**src/rtl/hazard_pkg.sv**
```systemverilog
// Shared types and constants for the pipeline hazard/stall controller.
package hazard_pkg;

  localparam int unsigned REG_ADDR_W      = 5;
  localparam int unsigned MEM_READ_W      = 3;
  localparam int unsigned DIV_CNT_W       = 8;
  localparam int unsigned DIV_LATENCY_DEF = 32;

  localparam logic [MEM_READ_W-1:0] MEM_NO_LOAD = 3'b000;

  typedef enum logic {
    ST_IDLE     = 1'b0,
    ST_DIV_BUSY = 1'b1
  } state_e;

  // Pipeline register controls produced each cycle
  typedef struct packed {
    logic pc_hold;
    logic if_id_hold;
    logic id_ex_hold;
    logic id_ex_bubble;
    logic ex_mem_bubble;
    logic if_id_flush;
    logic busy;
  } ctrl_t;

endpackage

```
**src/rtl/stall_perf_counter.sv**
```systemverilog
// Saturating event counter with enable and synchronous active-low clear.
module stall_perf_counter #(
  parameter int unsigned CNT_W = 32
) (
  input  logic             i_clk,
  input  logic             i_clr_n,
  input  logic             i_en,
  output logic [CNT_W-1:0] o_cnt
);

  logic [CNT_W-1:0] r_cnt;

  // Stops at all-ones rather than wrapping
  always_ff @(posedge i_clk) begin
    if (!i_clr_n) begin
      r_cnt <= '0;
    end else if (i_en && (r_cnt != {CNT_W{1'b1}})) begin
      r_cnt <= r_cnt + CNT_W'(1);
    end
  end

  assign o_cnt = r_cnt;

endmodule

```
**src/rtl/hazard_stall_ctrl.sv**
```systemverilog
// Hold/bubble/flush sequencing for the 5-stage pipeline: load-use stall,
// iterative-divide hold and taken-branch flush, plus a stall-cycle counter.
module hazard_stall_ctrl
  import hazard_pkg::*;
#(
  parameter int unsigned DIV_LATENCY = DIV_LATENCY_DEF,
  parameter int unsigned CNT_W       = 32
) (
  input  logic                  CLK,
  input  logic                  RESET,
  input  logic [REG_ADDR_W-1:0] ADDR1,
  input  logic [REG_ADDR_W-1:0] ADDR2,
  input  logic [REG_ADDR_W-1:0] ADDR_S3,
  input  logic [MEM_READ_W-1:0] MEM_READ_S3,
  input  logic                  DIV_START_S3,
  input  logic                  BRANCH_TAKEN_S3,
  output logic                  PC_HOLD,
  output logic                  IF_ID_HOLD,
  output logic                  ID_EX_HOLD,
  output logic                  ID_EX_BUBBLE,
  output logic                  EX_MEM_BUBBLE,
  output logic                  IF_ID_FLUSH,
  output logic                  BUSY,
  output logic [CNT_W-1:0]      STALL_CNT
);

  localparam logic [DIV_CNT_W-1:0] DIV_CNT_INIT = DIV_CNT_W'(DIV_LATENCY - 1);

  state_e               r_state;
  state_e               w_state_nxt;
  logic [DIV_CNT_W-1:0] r_cnt;
  logic [DIV_CNT_W-1:0] w_cnt_nxt;
  logic                 w_load_use;
  ctrl_t                w_ctrl;

  // x0 is never a real producer, so it cannot create a load-use hazard
  assign w_load_use = (MEM_READ_S3 != MEM_NO_LOAD) &&
                      (ADDR_S3 != REG_ADDR_W'(0)) &&
                      ((ADDR1 == ADDR_S3) || (ADDR2 == ADDR_S3));

  always_ff @(posedge CLK) begin
    if (!RESET) begin
      r_state <= ST_IDLE;
      r_cnt   <= '0;
    end else begin
      r_state <= w_state_nxt;
      r_cnt   <= w_cnt_nxt;
    end
  end

  // Next-state and Mealy controls; everything is forced low while in reset
  always_comb begin
    w_state_nxt = r_state;
    w_cnt_nxt   = r_cnt;
    w_ctrl      = '0;
    if (RESET) begin
      unique case (r_state)
        ST_IDLE: begin
          if (BRANCH_TAKEN_S3) begin
            w_ctrl.if_id_flush  = 1'b1;
            w_ctrl.id_ex_bubble = 1'b1;
          end else if (DIV_START_S3) begin
            w_ctrl.pc_hold       = 1'b1;
            w_ctrl.if_id_hold    = 1'b1;
            w_ctrl.id_ex_hold    = 1'b1;
            w_ctrl.ex_mem_bubble = 1'b1;
            w_state_nxt          = ST_DIV_BUSY;
            w_cnt_nxt            = DIV_CNT_INIT;
          end else if (w_load_use) begin
            w_ctrl.pc_hold      = 1'b1;
            w_ctrl.if_id_hold   = 1'b1;
            w_ctrl.id_ex_bubble = 1'b1;
          end
        end
        ST_DIV_BUSY: begin
          w_ctrl.pc_hold    = 1'b1;
          w_ctrl.if_id_hold = 1'b1;
          w_ctrl.id_ex_hold = 1'b1;
          w_ctrl.busy       = 1'b1;
          // Last busy cycle lets EX/MEM capture the divider result
          w_ctrl.ex_mem_bubble = (r_cnt > DIV_CNT_W'(1));
          if (r_cnt <= DIV_CNT_W'(1)) begin
            w_state_nxt = ST_IDLE;
            w_cnt_nxt   = '0;
          end else begin
            w_cnt_nxt = r_cnt - DIV_CNT_W'(1);
          end
        end
        default: begin
          w_state_nxt = ST_IDLE;
          w_cnt_nxt   = '0;
        end
      endcase
    end
  end

  assign PC_HOLD       = w_ctrl.pc_hold;
  assign IF_ID_HOLD    = w_ctrl.if_id_hold;
  assign ID_EX_HOLD    = w_ctrl.id_ex_hold;
  assign ID_EX_BUBBLE  = w_ctrl.id_ex_bubble;
  assign EX_MEM_BUBBLE = w_ctrl.ex_mem_bubble;
  assign IF_ID_FLUSH   = w_ctrl.if_id_flush;
  assign BUSY          = w_ctrl.busy;

  stall_perf_counter #(
    .CNT_W (CNT_W)
  ) u_stall_cnt (
    .i_clk   (CLK),
    .i_clr_n (RESET),
    .i_en    (w_ctrl.pc_hold),
    .o_cnt   (STALL_CNT)
  );

endmodule

```
**config.mk**
```make
export PLATFORM = sky130hd
export DESIGN_NAME = hazard_stall_ctrl
export DESIGN_NICKNAME = d
export VERILOG_FILES = /design/src/rtl/hazard_pkg.sv /design/src/rtl/stall_perf_counter.sv /design/src/rtl/hazard_stall_ctrl.sv
export SDC_FILE = /design/constraint.sdc
export NUM_CORES = 1
export LEC_CHECK = 0
export ABC_CLOCK_PERIOD_IN_PS = 7750
export BUFFER_PORTS_ARGS = -buffer_cell sky130_fd_sc_hd__buf_4
export CORE_UTILIZATION = 59
export CTS_BUF_LIST = sky130_fd_sc_hd__clkbuf_2
export CTS_CLUSTER_DIAMETER = 100
export DETAILED_ROUTE_END_ITERATION = 8
export PLACE_DENSITY = 0.86
export RECOVER_POWER = 100
export SLEW_MARGIN = 0
export SYNTH_ARGS = -nofsm -noshare
export SYNTH_HDL_FRONTEND = slang
export SYNTH_SLANG_ARGS = --single-unit
```
**constraint.sdc**
```tcl
create_clock -name CLK -period 7.75 [get_ports CLK]
set_clock_uncertainty 0.05 [all_clocks]
set_input_delay 1.55 -clock CLK [delete_from_list [all_inputs] [get_ports CLK]]
set_output_delay 1.55 -clock CLK [all_outputs]
set_load 0.02 [all_outputs]
```
==> implementation parameters, run 1 <==
Parameter                              Value

Outcome
  Outcome ... completed

Drt
  Detailed-route via count ... 2452
  Number of DRC markers after the initial detailed-route iteration ... 256
  DR pass1 iterations ... 4
  Detailed-route vias per instance ... 6.27
  Number of DRC violations after detailed routing ... 0
  Average detailed-routed wire length per instance ... 15.2 um
  Number of routed nets with antenna violations ... 0
  Final WL ... 5.96 mm

Timing
  Period utilisation layout ... 76.0%
  Fmax ... 170 MHz
  Final WS setup ... 1.86 ns
  Final-report hold violation count ... 0
  Final-report setup violation count ... 0
  Worst slew slack as a fraction of its limit ... 44.0%
  Actual transition at the worst max-transition pin ... 0.840 ns
  Fin. max-slew vios ... 0
  Final min period ... 5.89 ns
  Post-Route Setup TNS ... 0 ns
  RSZ-0062 raised after global routing ... false

Critical path
  Critical Path Source ... RESET
  CP Data Required Time ... 6.15 ns
  Worst flop-to-flop path startpoint ... u_stall_cnt.o_cnt[0]$_SDFFE_PN0P_
  Startpoint type of the worst setup path ... input port
  Slowest cell on crit path ... clkinv_1
  Maximum fanout count along the critical path ... 61
  Most Frequent Cell on Critical Path ... clkbuf_1
  Crit path cell chain ... clkbuf_1 -> clkinv_1 -> nor2_1 -> a41oi_4 -> buf_4 -> inv_1 -> clkbuf_1
  Largest incremental delay on the critical path ... 0.88 ns
  Kind of end point of the critical path ... primary output
  Largest delay share family, worst path ... buffers and inverters
  Worst path bufs/invs ... 5
  Critical Setup Path Class ... in -> out
  Data arrival time of the worst path ... 4.29 ns

Clock tree
  Post-CTS Repair Setup Buffers ... 0
  Root buffer cell ... clkbuf_2
  Count of hold buffers inserted by post-cts repair ... 0
  Insertion delay to the later sink of the worst-skew pair ... 0.41 ns
  Number of buffers inserted during clock tree synthesis ... 5
  Clock tree from TritonCTS ... done
  Reg clk slew, reported paths ... 0.22 ns
  TritonCTS Sinks ... 41
  CTS H-tree lvls ... 2
  Resized cells post-CTS ... 0
  Deepest clock path buffer count ... 2

Finish
  Post-route cell area ... 2720 sq um
  Fraction of the core area covered by cells at the end of the flow ... 73.3%
  Fill cell total of the finished layout ... 349
  Area overhead of the layout relative to synthesis ... 16.9%
  Layout cells sized above 1 ... 11.4%
  Number of standard cells in the layout, taps in and fillers out ... 391
  Net count, final ... 368
  Antenna cell count ... 0

Placement
  Sum of net half-perimeters after detailed placement ... 4.31 mm
  Post-place instance area ... 2810 sq um
  Total of buffers placed on input and output ports ... 60
  Routability congestion estimate from global placement ... 0.812
  Inst Count DP ... 384
  Worst slack at placement ... 2.66 ns

Global route
  Global-route wire length before repair ... 9.98 mm
  Via count of the first global-routing pass ... 2179
  Global route total overflow ... 0
  Pin count of the biggest net entering global routing ... 62
  Combined global-route utilization of all metal layers ... 30.1%
  Antenna violations before repair ... 0

Min path
  Class of the tightest hold or removal check ... reg -> reg
  Startpoint of the worst hold path ... u_stall_cnt.o_cnt[9]$_SDFFE_PN0P_

Floorplanning
  Chip Width ... 64.9 um
  Std cell rows ... 22
  Y dimension of the die ... 64.9 um
  Die outline area ... 4210 sq um
  Core area ... 3720 sq um
  Starting utilization of the core area ... 62.7%
  Count of pins on the block boundary ... 61

Synthesis
  Async set-or-reset flop fraction in the synthesized netlist ... 0%
  Seq/Total Area, Yosys ... 35.2%
  Cell area after synthesis ... 2330 sq um
  Number of cells produced by synthesis ... 292
  Synthesis warning total ... 0
  Syn_nets ... 317
  Post-synth EDFFs ... 0
  Mean instance size in the synthesized netlist ... 7.98 sq um
  Post-synth top flop ... dfxtp_1
  Register bit total from synthesis ... 41
  Distinct cell type count after synthesis ... 46

Power
  Maximum resistive drop on vdd ... 0.0984 mV
  Pleak ... 0.902 nW
  Areal power density over the cells ... 156 nW/um^2

Job
  Max cap viols ... 0
[registers in the layout (all words and copies together), names as in the netlist]
signal / count
u_stall_cnt.o_cnt: 32
r_cnt: 8
r_state: 1
[Yosys cell counts (all sizes together) (6+ instances only)]
cell type  instances  area share [%]
a21oi             27             5.8
nand3             17             3.6
dfxtp             41              35
clkbuf            13             2.1
or3                9             2.4
xnor2             11             4.1
o21ai             15             3.2
inv                6            0.97
nand2             29             4.7
and4               6             2.4
or4               16             5.2
o31ai             15             4.8
nor2              16             2.6
[cell type report]
| class | instances | area [sq um] | area share, % |
|---|---|---|---|
| multi-input cells | 226 | 1440 | 52.9 |
| flip-flops and latches | 41 | 821 | 30.1 |
| repair buffers | 62 | 315 | 11.6 |
| well taps | 48 | 60.1 | 2.20 |
| clock inverters | 2 | 35.0 | 1.29 |
| inverters | 7 | 26.3 | 0.965 |
| clock buffers | 5 | 25.0 | 0.919 |
[layout by cell type, fill, tap and decap left out, types with 5 or more instances in the layout]
cell,Yosys,routed
dfxtp_1,41,41
clkbuf_1,13,40
nand2_1,29,29
a21oi_1,27,27
buf_4,1,22
nand3_1,17,17
nor2_1,16,16
or4_1,16,16
o21ai_0,15,15
o31ai_1,15,15
xnor2_1,11,11
or3_1,9,9
inv_1,6,6
nand2b_1,5,5
nor3_1,5,5
and4_1,5,5
clkbuf_2,0,5
[logic make-up (layout without fill, tap and decap cells)]
kind of cell / Yosys count / after routing / share of synthesized area, %
adder cells (fa/ha/maj): 3 / 3 / 1.61
AO/OA/AOI/OAI: 79 / 79 / 21.7
XOR/XNOR: 11 / 11 / 4.13
buffers and inverters: 25 / 76 / 4.40
flip-flops: 41 / 41 / 35.2
multiplexers: 3 / 3 / 1.29
AND/OR/NAND/NOR: 130 / 130 / 31.7
[per-layer routing]
metal  vias up  wire (um)  part of all wire [%]  global-route usage, %
met5         -          0                     0                      0
met1      1169       2550                    43                   35.4
met4         0         79                   1.3                   8.61
met3        11        238                   4.0                   6.34
li1       1212          -                     -                      -
met2        60       3090                    52                   54.2
[per-stage QoR]
step | hold slack, ns | total power [mW]
2_1_floorplan | 0.408 | 0.282
3_3_place_gp | 0.426 | 0.306
3_5_place_dp | 0.427 | 0.309
4_1_cts | 0.451 | 0.429
5_1_grt | 0.504 | 0.447
6_report | 0.452 | 0.424
[worst min-delay path: stages (launching register included)]
cell	delay [ns]
dfxtp_1	0.38
nand2_1	0.06
mux2i_1	0.05
[worst paths after layout]
kind	endpoint	slack, ns	depth (start not counted)
setup reg to reg	u_stall_cnt.o_cnt[24]$_SDFFE_PN0P_	5.06	6
hold reg to reg	u_stall_cnt.o_cnt[9]$_SDFFE_PN0P_	0.45	2
hold / removal	u_stall_cnt.o_cnt[9]$_SDFFE_PN0P_	0.45	2
setup / recovery	PC_HOLD	1.86	7
[power breakdown]
group / switching, mW / internal [mW] / leakage [nW]
sequential: 0.00719 / 0.218 / 0.332
clock: 0.0691 / 0.0524 / 0.0388
combinational: 0.0477 / 0.0304 / 0.531
total: 0.124 / 0.300 / 0.902
Note: power is estimated with default switching activity, not from simulation.
==> run 2: changes to the inputs <==
--- a/config.mk
+++ b/config.mk
@@ -5,13 +5,14 @@
 export SDC_FILE = /design/constraint.sdc
 export NUM_CORES = 1
 export LEC_CHECK = 0
-export ABC_CLOCK_PERIOD_IN_PS = 7750
+export ABC_AREA = 1
+export ABC_CLOCK_PERIOD_IN_PS = 5220
 export BUFFER_PORTS_ARGS = -buffer_cell sky130_fd_sc_hd__buf_4
-export CORE_UTILIZATION = 59
+export CORE_UTILIZATION = 51
 export CTS_BUF_LIST = sky130_fd_sc_hd__clkbuf_2
 export CTS_CLUSTER_DIAMETER = 100
 export DETAILED_ROUTE_END_ITERATION = 8
-export PLACE_DENSITY = 0.86
+export PLACE_DENSITY = 0.76
 export RECOVER_POWER = 100
 export SLEW_MARGIN = 0
 export SYNTH_ARGS = -nofsm -noshare
==> constraint.sdc (replaced) <==
create_clock -name CLK -period 5.22 [get_ports CLK]
set_clock_uncertainty 0.05 [all_clocks]
set_input_delay 1.044 -clock CLK [delete_from_list [all_inputs] [get_ports CLK]]
set_output_delay 1.044 -clock CLK [all_outputs]
set_load 0.02 [all_outputs]
==> run 2 against run 1 <==
  * Final area up 17%
  * Clock-buffer cell count unchanged
  * Utilization down 13 points
  * Critical path type unchanged
==> implementation parameters, run 2 <==
Parameter                              Value

Outcome
  Outcome ... completed

Finish
  Area overhead of the layout relative to synthesis ... 10.8%
  Fraction of the core area covered by cells at the end of the flow ... 60.5% (-13 points)
  Leading cell types in the layout, fill and taps excluded ... nand2_1 (153), nor2_1 (62), nand3_1 (44)
  Commonest non-fill, non-tap cell in the layout ... nand2_1
  Flip-flop count of the largest register, all copies and words added ... 32 (unchanged)
  Layout cells sized above 1 ... 9.39% (-2.0 points)
  Antenna cell count ... 0 (unchanged)
  Fill cell total of the finished layout ... 553 (+58%)
  Net count, final ... 548 (+49%)

Synthesis
  Main combinational cell family by area after synthesis ... simple AND/OR/NAND/NOR gates
  Synthesis warning total ... 0 (unchanged)
  Register bit total from synthesis ... 41 (unchanged)
  Mean instance size in the synthesized netlist ... 6.15 sq um (-23%)
  Area share of fa/ha/maj cells after synthesis ... 1.30% (-0.31 points)
  Dominant cells by area after synthesis ... dfxtp_1 (29%), nand2_1 (20%), nor2_1 (8.1%)
  Multiplexer share of the synthesized area ... 0% (-1.3 points)
  Seq/Total Area, Yosys ... 28.5% (-6.7 points)
  Simple-gate share of the synthesized area ... 45.1% (+13 points)
  Area share of xor/xnor cells in the synthesized design ... 6.69% (+2.6 points)
  Cell type contributing the most total cell area after synthesis ... dfxtp_1
  Async set-or-reset flop fraction in the synthesized netlist ... 0% (unchanged)
  Fraction of synthesized cell area taken by the top area cell type ... 28.5% (-6.7 points)
  Cell with the most instances after synthesis ... nand2_1
  Number of cells produced by synthesis ... 468 (+60%)
  Syn_nets ... 493 (+56%)
  Cell area after synthesis ... 2880 sq um (+24%)
  Share of the synthesized area in compound gates (AO/OA/AOI/OAI) ... 9.73% (-12 points)
  Top cell types by occurrence after synthesis ... nand2_1 (151), nor2_1 (62), nand3_1 (44), dfxtp_1 (41), inv_1 (41)
  Post-synth EDFFs ... 0 (unchanged)
  Distinct cell type count after synthesis ... 29 (-37%)
  Post-synth top flop ... dfxtp_1

Power
  Maximum resistive drop on vdd ... 0.118 mV (+20%)
  Areal power density over the cells ... 183 nW/um^2 (+17%)
  Pleak ... 1.27 nW (+41%)

Critical path
  Maximum fanout count along the critical path ... 36 (-41%)
  Largest incremental delay on the critical path ... 0.84 ns (-0.04 ns)
  Critical Setup Path Class ... in -> out
  Kind of end point of the critical path ... primary output
  Slowest cell on crit path ... nand2_1
  CP Data Required Time ... 4.13 ns (-2.02 ns)
  Crit path cell chain ... clkbuf_1 -> clkinv_1 -> a21oi_1 -> nand3_1 -> nand2_1 -> clkbuf_1
  R2R Path End ... u_stall_cnt.o_cnt[15]$_SDFFE_PN0P_
  Data arrival time of the worst path ... 3.15 ns (-1.14 ns)
  Startpoint type of the worst setup path ... input port
  Flop-to-flop setup slack ... 1.81 ns (-3.25 ns)
  Worst flop-to-flop path startpoint ... u_stall_cnt.o_cnt[0]$_SDFFE_PN0P_
  Register-to-Register Path Depth ... 10 (+4)
  Most Frequent Cell on Critical Path ... clkbuf_1

Timing
  Period utilisation layout ... 81.2%
  Final-report setup violation count ... 0 (unchanged)
  Worst slew slack as a fraction of its limit ... 20.1% (-24 points)
  RSZ-0062 raised after global routing ... false
  Final min period ... 4.24 ns
  Actual transition at the worst max-transition pin ... 1.20 ns (+0.355 ns)
  Fin. max-slew vios ... 0 (unchanged)
  Final-report hold violation count ... 0 (unchanged)
  Post-Route Setup TNS ... 0 ns (unchanged)
  Fmax ... 236 MHz

Drt
  Average detailed-routed wire length per instance ... 13.2 um (-14%)
  Number of routed nets with antenna violations ... 0 (unchanged)
  DR pass1 iterations ... 5 (+1)
  Final WL ... 7.79 mm (+31%)
  Detailed-route vias per instance ... 5.37 (-14%)
  Number of DRC violations after detailed routing ... 0 (unchanged)
  Detailed-route via count ... 3178 (+30%)
  Number of DRC markers after the initial detailed-route iteration ... 238 (-7.0%)

Min path
  Class of the tightest hold or removal check ... reg -> reg
  Hold path endpoint ... u_stall_cnt.o_cnt[6]$_SDFFE_PN0P_
  Cells on Worst Hold Path ... 2 (unchanged)
  Startpoint of the worst hold path ... u_stall_cnt.o_cnt[6]$_SDFFE_PN0P_

Clock tree
  Resized cells post-CTS ... 0 (unchanged)
  Root buffer cell ... clkbuf_2
  Post-CTS Repair Setup Buffers ... 0 (unchanged)
  CTS H-tree lvls ... 2 (unchanged)
  Number of buffers inserted during clock tree synthesis ... 5 (unchanged)
  Deepest clock path buffer count ... 2 (unchanged)
  TritonCTS Sinks ... 41 (unchanged)
  Reg clk slew, reported paths ... 0.18 ns (-0.04 ns)
  Count of hold buffers inserted by post-cts repair ... 0 (unchanged)
  Insertion delay to the later sink of the worst-skew pair ... 0.39 ns (-0.02 ns)
  Clock tree from TritonCTS ... done

Floorplanning
  Count of pins on the block boundary ... 61 (unchanged)
  Core area ... 5270 sq um (+42%)
  Y dimension of the die ... 77.1 um (+19%)
  Std cell rows ... 26 (+18%)
  Starting utilization of the core area ... 54.6% (-8.1 points)
  Chip Width ... 77.1 um (+19%)
  Die outline area ... 5950 sq um (+41%)

Global route
  Global route total overflow ... 0 (unchanged)
  Combined global-route utilization of all metal layers ... 27.7% (-2.4 points)
  Pin count of the biggest net entering global routing ... 37 (-40%)
  Via count of the first global-routing pass ... 2990 (+37%)
  Global-route wire length before repair ... 13.4 mm (+34%)
  Antenna violations before repair ... 0 (unchanged)

Placement
  Sum of net half-perimeters after detailed placement ... 5.96 mm (+38%)
  Total of buffers placed on input and output ports ... 60 (unchanged)
  Routability congestion estimate from global placement ... 0.920 (+13%)

Job
  Max cap viols ... 0 (unchanged)
## run 2: cell count changes after synthesis, moves of 12 or more
cell,change
xor2_1,+16
nand3_1,+27
nor2_1,+46
o31ai_1,-14
nand2_1,+122
or4_1,-16
inv_1,+35
nand2_2,+12
## run 2: cells by family (layout without fill, tap and decap cells)
family / count (synthesis) / after routing
xor+xnor: 22 / 22
compound gates: 48 / 48
buf+inv: 58 / 112
fa+ha+maj: 3 / 3
flops: 41 / 41
simple gates: 296 / 296
## run 2: how the worst max path moves through the flow
stage	startpoint	endpoint	slack (ns)	cells after the start
after global placement	RESET	IF_ID_HOLD	1.51	6
after floorplan	DIV_START_S3	PC_HOLD	1.72	8
after CTS	RESET	PC_HOLD	1.45	6
after global routing	RESET	IF_ID_HOLD	0.82	6
final	RESET	PC_HOLD	0.98	6
after detailed placement	RESET	PC_HOLD	1.45	6
## run 2: area by class of cell
cell class                      count  area, sq um  area share (%)
Clock buffer                        5         25.0           0.784
Clock inverter                      1         5.00           0.157
Inverter                           45          169            5.29
Multi-Input combinational cell    369         1780            55.6
Sequential cell                    41          821            25.7
Tap cell                           70         87.6            2.75
Timing Repair Buffer               61          308            9.65
## run 2: layer usage
metal	vias up	global-route usage (%)	wire length, um
li1	1603	-	-
met1	1438	36.1	3580
met2	122	45.8	3610
met3	15	4.52	452
met4	0	9.43	143
met5	-	0	0
## run 2: power breakdown
group | switching, mW | internal (mW) | total (mW)
registers | 0.0131 | 0.324 | 0.337
clock network | 0.101 | 0.0274 | 0.128
logic | 0.0739 | 0.0433 | 0.117
total | 0.188 | 0.395 | 0.583
## run 2: worst max-delay path, delay by kind of cell
kind	cells	cell delay (ns)
AO/OA/AOI/OAI	1	0.27
buffers and inverters	3	0.88
AND/OR/NAND/NOR	2	0.94
## run 2: per-stage QoR
stage               std cells  power (mW)  hold slack (ns)  setup slack [ns]  area, sq um
floorplan                 468       0.429            0.418              1.72         2880
global placement          586       0.462            0.434              1.51         3340
detailed placement        586       0.466            0.443              1.45         3340
CTS                       592       0.594            0.466              1.45         3370
global route              592       0.618            0.503             0.820         3190
finish                    592       0.583            0.461             0.980         3190
==> run 3: changes to the inputs <==
--- a/config.mk
+++ b/config.mk
@@ -6,7 +6,7 @@
 export NUM_CORES = 1
 export LEC_CHECK = 0
 export ABC_AREA = 1
-export ABC_CLOCK_PERIOD_IN_PS = 5220
+export ABC_CLOCK_PERIOD_IN_PS = 3550
 export BUFFER_PORTS_ARGS = -buffer_cell sky130_fd_sc_hd__buf_4
 export CORE_UTILIZATION = 51
 export CTS_BUF_LIST = sky130_fd_sc_hd__clkbuf_2
==> constraint.sdc (replaced) <==
create_clock -name CLK -period 3.55 [get_ports CLK]
set_clock_uncertainty 0.05 [all_clocks]
set_input_delay 0.71 -clock CLK [delete_from_list [all_inputs] [get_ports CLK]]
set_output_delay 0.71 -clock CLK [all_outputs]
set_load 0.02 [all_outputs]
==> run 3 against run 2 <==
  * Wire length is 0.55% higher
  * Via count is 1.3% lower
  * Sequential power is 47% higher
  * Global-route usage is 0.45 points lower
  * Non-clock buffer count is 2 higher
  * Utilization is 0.83 points higher
  * Final area is 1.4% higher
  * Critical endpoint is now IF_ID_HOLD
  * Hold slack better by 0.0088 ns
  * Setup slack worse by 0.41 ns
  * Total power is 52% higher
  * Sequential share of layout area is 0.35 points lower
  * Critical path depth is 1 higher
==> implementation parameters, run 3 (synthesis results as in run 2) <==
Parameter                              Value

Timing
  Worst hold slack across all endpoints ... 0.470 ns (+0.00877 ns)
  Fmax ... 335 MHz
  Worst slew slack as a fraction of its limit ... 5.54% (-15 points)
  Fin. max-slew vios ... 0 (unchanged)
  Actual transition at the worst max-transition pin ... 1.42 ns (+0.221 ns)
  Final WS setup ... 0.569 ns (-0.411 ns)
  Final-report setup violation count ... 0 (unchanged)
  Period utilisation layout ... 84.0%
  Final-report hold violation count ... 0 (unchanged)
  RSZ-0062 raised after global routing ... false
  Final min period ... 2.98 ns
  Post-Route Setup TNS ... 0 ns (unchanged)

Placement
  Worst slack at placement ... 0.985 ns (-0.465 ns)
  Sum of net half-perimeters after detailed placement ... 6.02 mm (+0.98%)
  Routability congestion estimate from global placement ... 0.936 (+1.7%)
  Total of buffers placed on input and output ports ... 60 (unchanged)

Power
  Areal power density over the cells ... 273 nW/um^2 (+50%)
  Pleak ... 1.29 nW (+1.8%)
  Maximum resistive drop on vdd ... 0.212 mV (+79%)

Global route
  Pin count of the biggest net entering global routing ... 35 (-5.4%)
  Global-route wire length before repair ... 13.1 mm (-2.4%)
  Antenna violations before repair ... 0 (unchanged)
  Combined global-route utilization of all metal layers ... 27.2% (-0.45 points)
  Via count of the first global-routing pass ... 2881 (-3.6%)
  Global route total overflow ... 0 (unchanged)

Outcome
  Outcome ... completed

Drt
  Number of DRC violations after detailed routing ... 0 (unchanged)
  Number of routed nets with antenna violations ... 0 (unchanged)
  Detailed-route vias per instance ... 5.26 (-2.0%)
  Detailed-route via count ... 3136 (-1.3%)
  Final WL ... 7.83 mm (+0.55%)
  DR pass1 iterations ... 4 (-1)
  Average detailed-routed wire length per instance ... 13.1 um (-0.12%)
  Number of DRC markers after the initial detailed-route iteration ... 162 (-32%)

Critical path
  Crit path cell chain ... buf_4 -> clkinv_1 -> clkbuf_2 -> a21oi_1 -> nand3_1 -> nand2_1 -> clkbuf_1
  Critical Setup Path Class ... in -> out
  Largest incremental delay on the critical path ... 0.47 ns (-0.37 ns)
  Data arrival time of the worst path ... 2.22 ns (-0.93 ns)
  Kind of end point of the critical path ... primary output
  Maximum fanout count along the critical path ... 34 (-5.6%)
  Startpoint type of the worst setup path ... input port
  Slowest cell on crit path ... clkbuf_2
  CP Data Required Time ... 2.79 ns (-1.34 ns)

Floorplanning
  Chip Width ... 77.1 um (unchanged)
  Die outline area ... 5950 sq um (unchanged)
  Y dimension of the die ... 77.1 um (unchanged)
  Count of pins on the block boundary ... 61 (unchanged)
  Starting utilization of the core area ... 54.6% (unchanged)
  Core area ... 5270 sq um (unchanged)
  Std cell rows ... 26 (unchanged)

Job
  Max cap viols ... 0 (unchanged)

Clock tree
  Reg clk slew, reported paths ... 0.21 ns (+0.03 ns)
  TritonCTS Sinks ... 41 (unchanged)
  Resized cells post-CTS ... 0 (unchanged)
  Number of buffers inserted during clock tree synthesis ... 5 (unchanged)
  Clock tree from TritonCTS ... done
  Count of hold buffers inserted by post-cts repair ... 0 (unchanged)
  Post-CTS Repair Setup Buffers ... 0 (unchanged)
  CTS H-tree lvls ... 2 (unchanged)
  Deepest clock path buffer count ... 2 (unchanged)
  Root buffer cell ... clkbuf_2
  Insertion delay to the later sink of the worst-skew pair ... 0.42 ns (+0.03 ns)

Finish
  Flip-flop count of the largest register, all copies and words added ... 32 (unchanged)
  Fraction of the core area covered by cells at the end of the flow ... 61.4% (+0.83 points)
  Fill cell total of the finished layout ... 558 (+0.90%)
  Area occupied by registers ... 821 sq um (unchanged)
  Antenna cell count ... 0 (unchanged)
  Commonest non-fill, non-tap cell in the layout ... nand2_1
  Multi-input logic area ... 1790 sq um (+0.99%)
  Layout cells sized above 1 ... 11.0% (+1.6 points)
  Net count, final ... 550 (+0.36%)
  Leading cell types in the layout, fill and taps excluded ... nand2_1 (152), nor2_1 (62), nand3_1 (44)
  Area overhead of the layout relative to synthesis ... 12.3%

Min path
  Class of the tightest hold or removal check ... reg -> reg
## run 3: cell count changes in the layout (fill, tap and decap cells not counted)
cell      previous run  this run
a21oi_1             33        29
a21oi_2              2         6
buf_4               21        23
clkbuf_1            40        39
clkbuf_2             5         7
clkinv_2             1         2
nand2_1            153       152
nand2_4              0         1
nor3_1               8         9
nor3_2               4         3
## run 3: metal layers
metal / GRT usage, % / vias to the layer above / wire [um]
met1: 33.9 / 1406 / 3470
met2: 46.0 / 117 / 3640
met3: 6.07 / 10 / 583
met5: 0 / - / 0
met4: 8.87 / 0 / 127
li1: - / 1603 / -
## run 3: area by class of cell
class	count	share of cell area (%)
multi-input cells	369	55.4
flip-flops and latches	41	25.4
repair buffers	63	10.0
inverters	45	5.22
well taps	70	2.71
clock buffers	6	0.928
clock inverters	2	0.309
## run 3: worst paths after layout
path,start,end,slack [ns],depth (start not counted)
setup / recovery,RESET,IF_ID_HOLD,0.57,7
hold / removal,u_stall_cnt.o_cnt[6]$_SDFFE_PN0P_,u_stall_cnt.o_cnt[6]$_SDFFE_PN0P_,0.47,2
setup reg to reg,u_stall_cnt.o_cnt[0]$_SDFFE_PN0P_,u_stall_cnt.o_cnt[16]$_SDFFE_PN0P_,0.69,10
hold reg to reg,u_stall_cnt.o_cnt[6]$_SDFFE_PN0P_,u_stall_cnt.o_cnt[6]$_SDFFE_PN0P_,0.47,2
## run 3: power breakdown
group / leakage [nW] / switching (mW) / internal (mW) / total (mW)
Combinational: 0.928 / 0.111 / 0.0661 / 0.177
Sequential: 0.332 / 0.0188 / 0.477 / 0.496
Clock: 0.0327 / 0.162 / 0.0495 / 0.212
Total: 1.29 / 0.292 / 0.593 / 0.884
## run 3: metrics by stage
stage,cell area [sq um],total power [mW],instances
2_1_floorplan,2880,0.631,468
3_3_place_gp,3360,0.684,588
3_5_place_dp,3360,0.688,588
4_1_cts,3400,0.893,596
5_1_grt,3230,0.930,596
6_report,3230,0.884,596
## run 3: critical path: cells and delay by family
family                 cells  cell delay [ns]
buffers and inverters      4             0.90
AO/OA/AOI/OAI              1             0.28
AND/OR/NAND/NOR            2             0.33
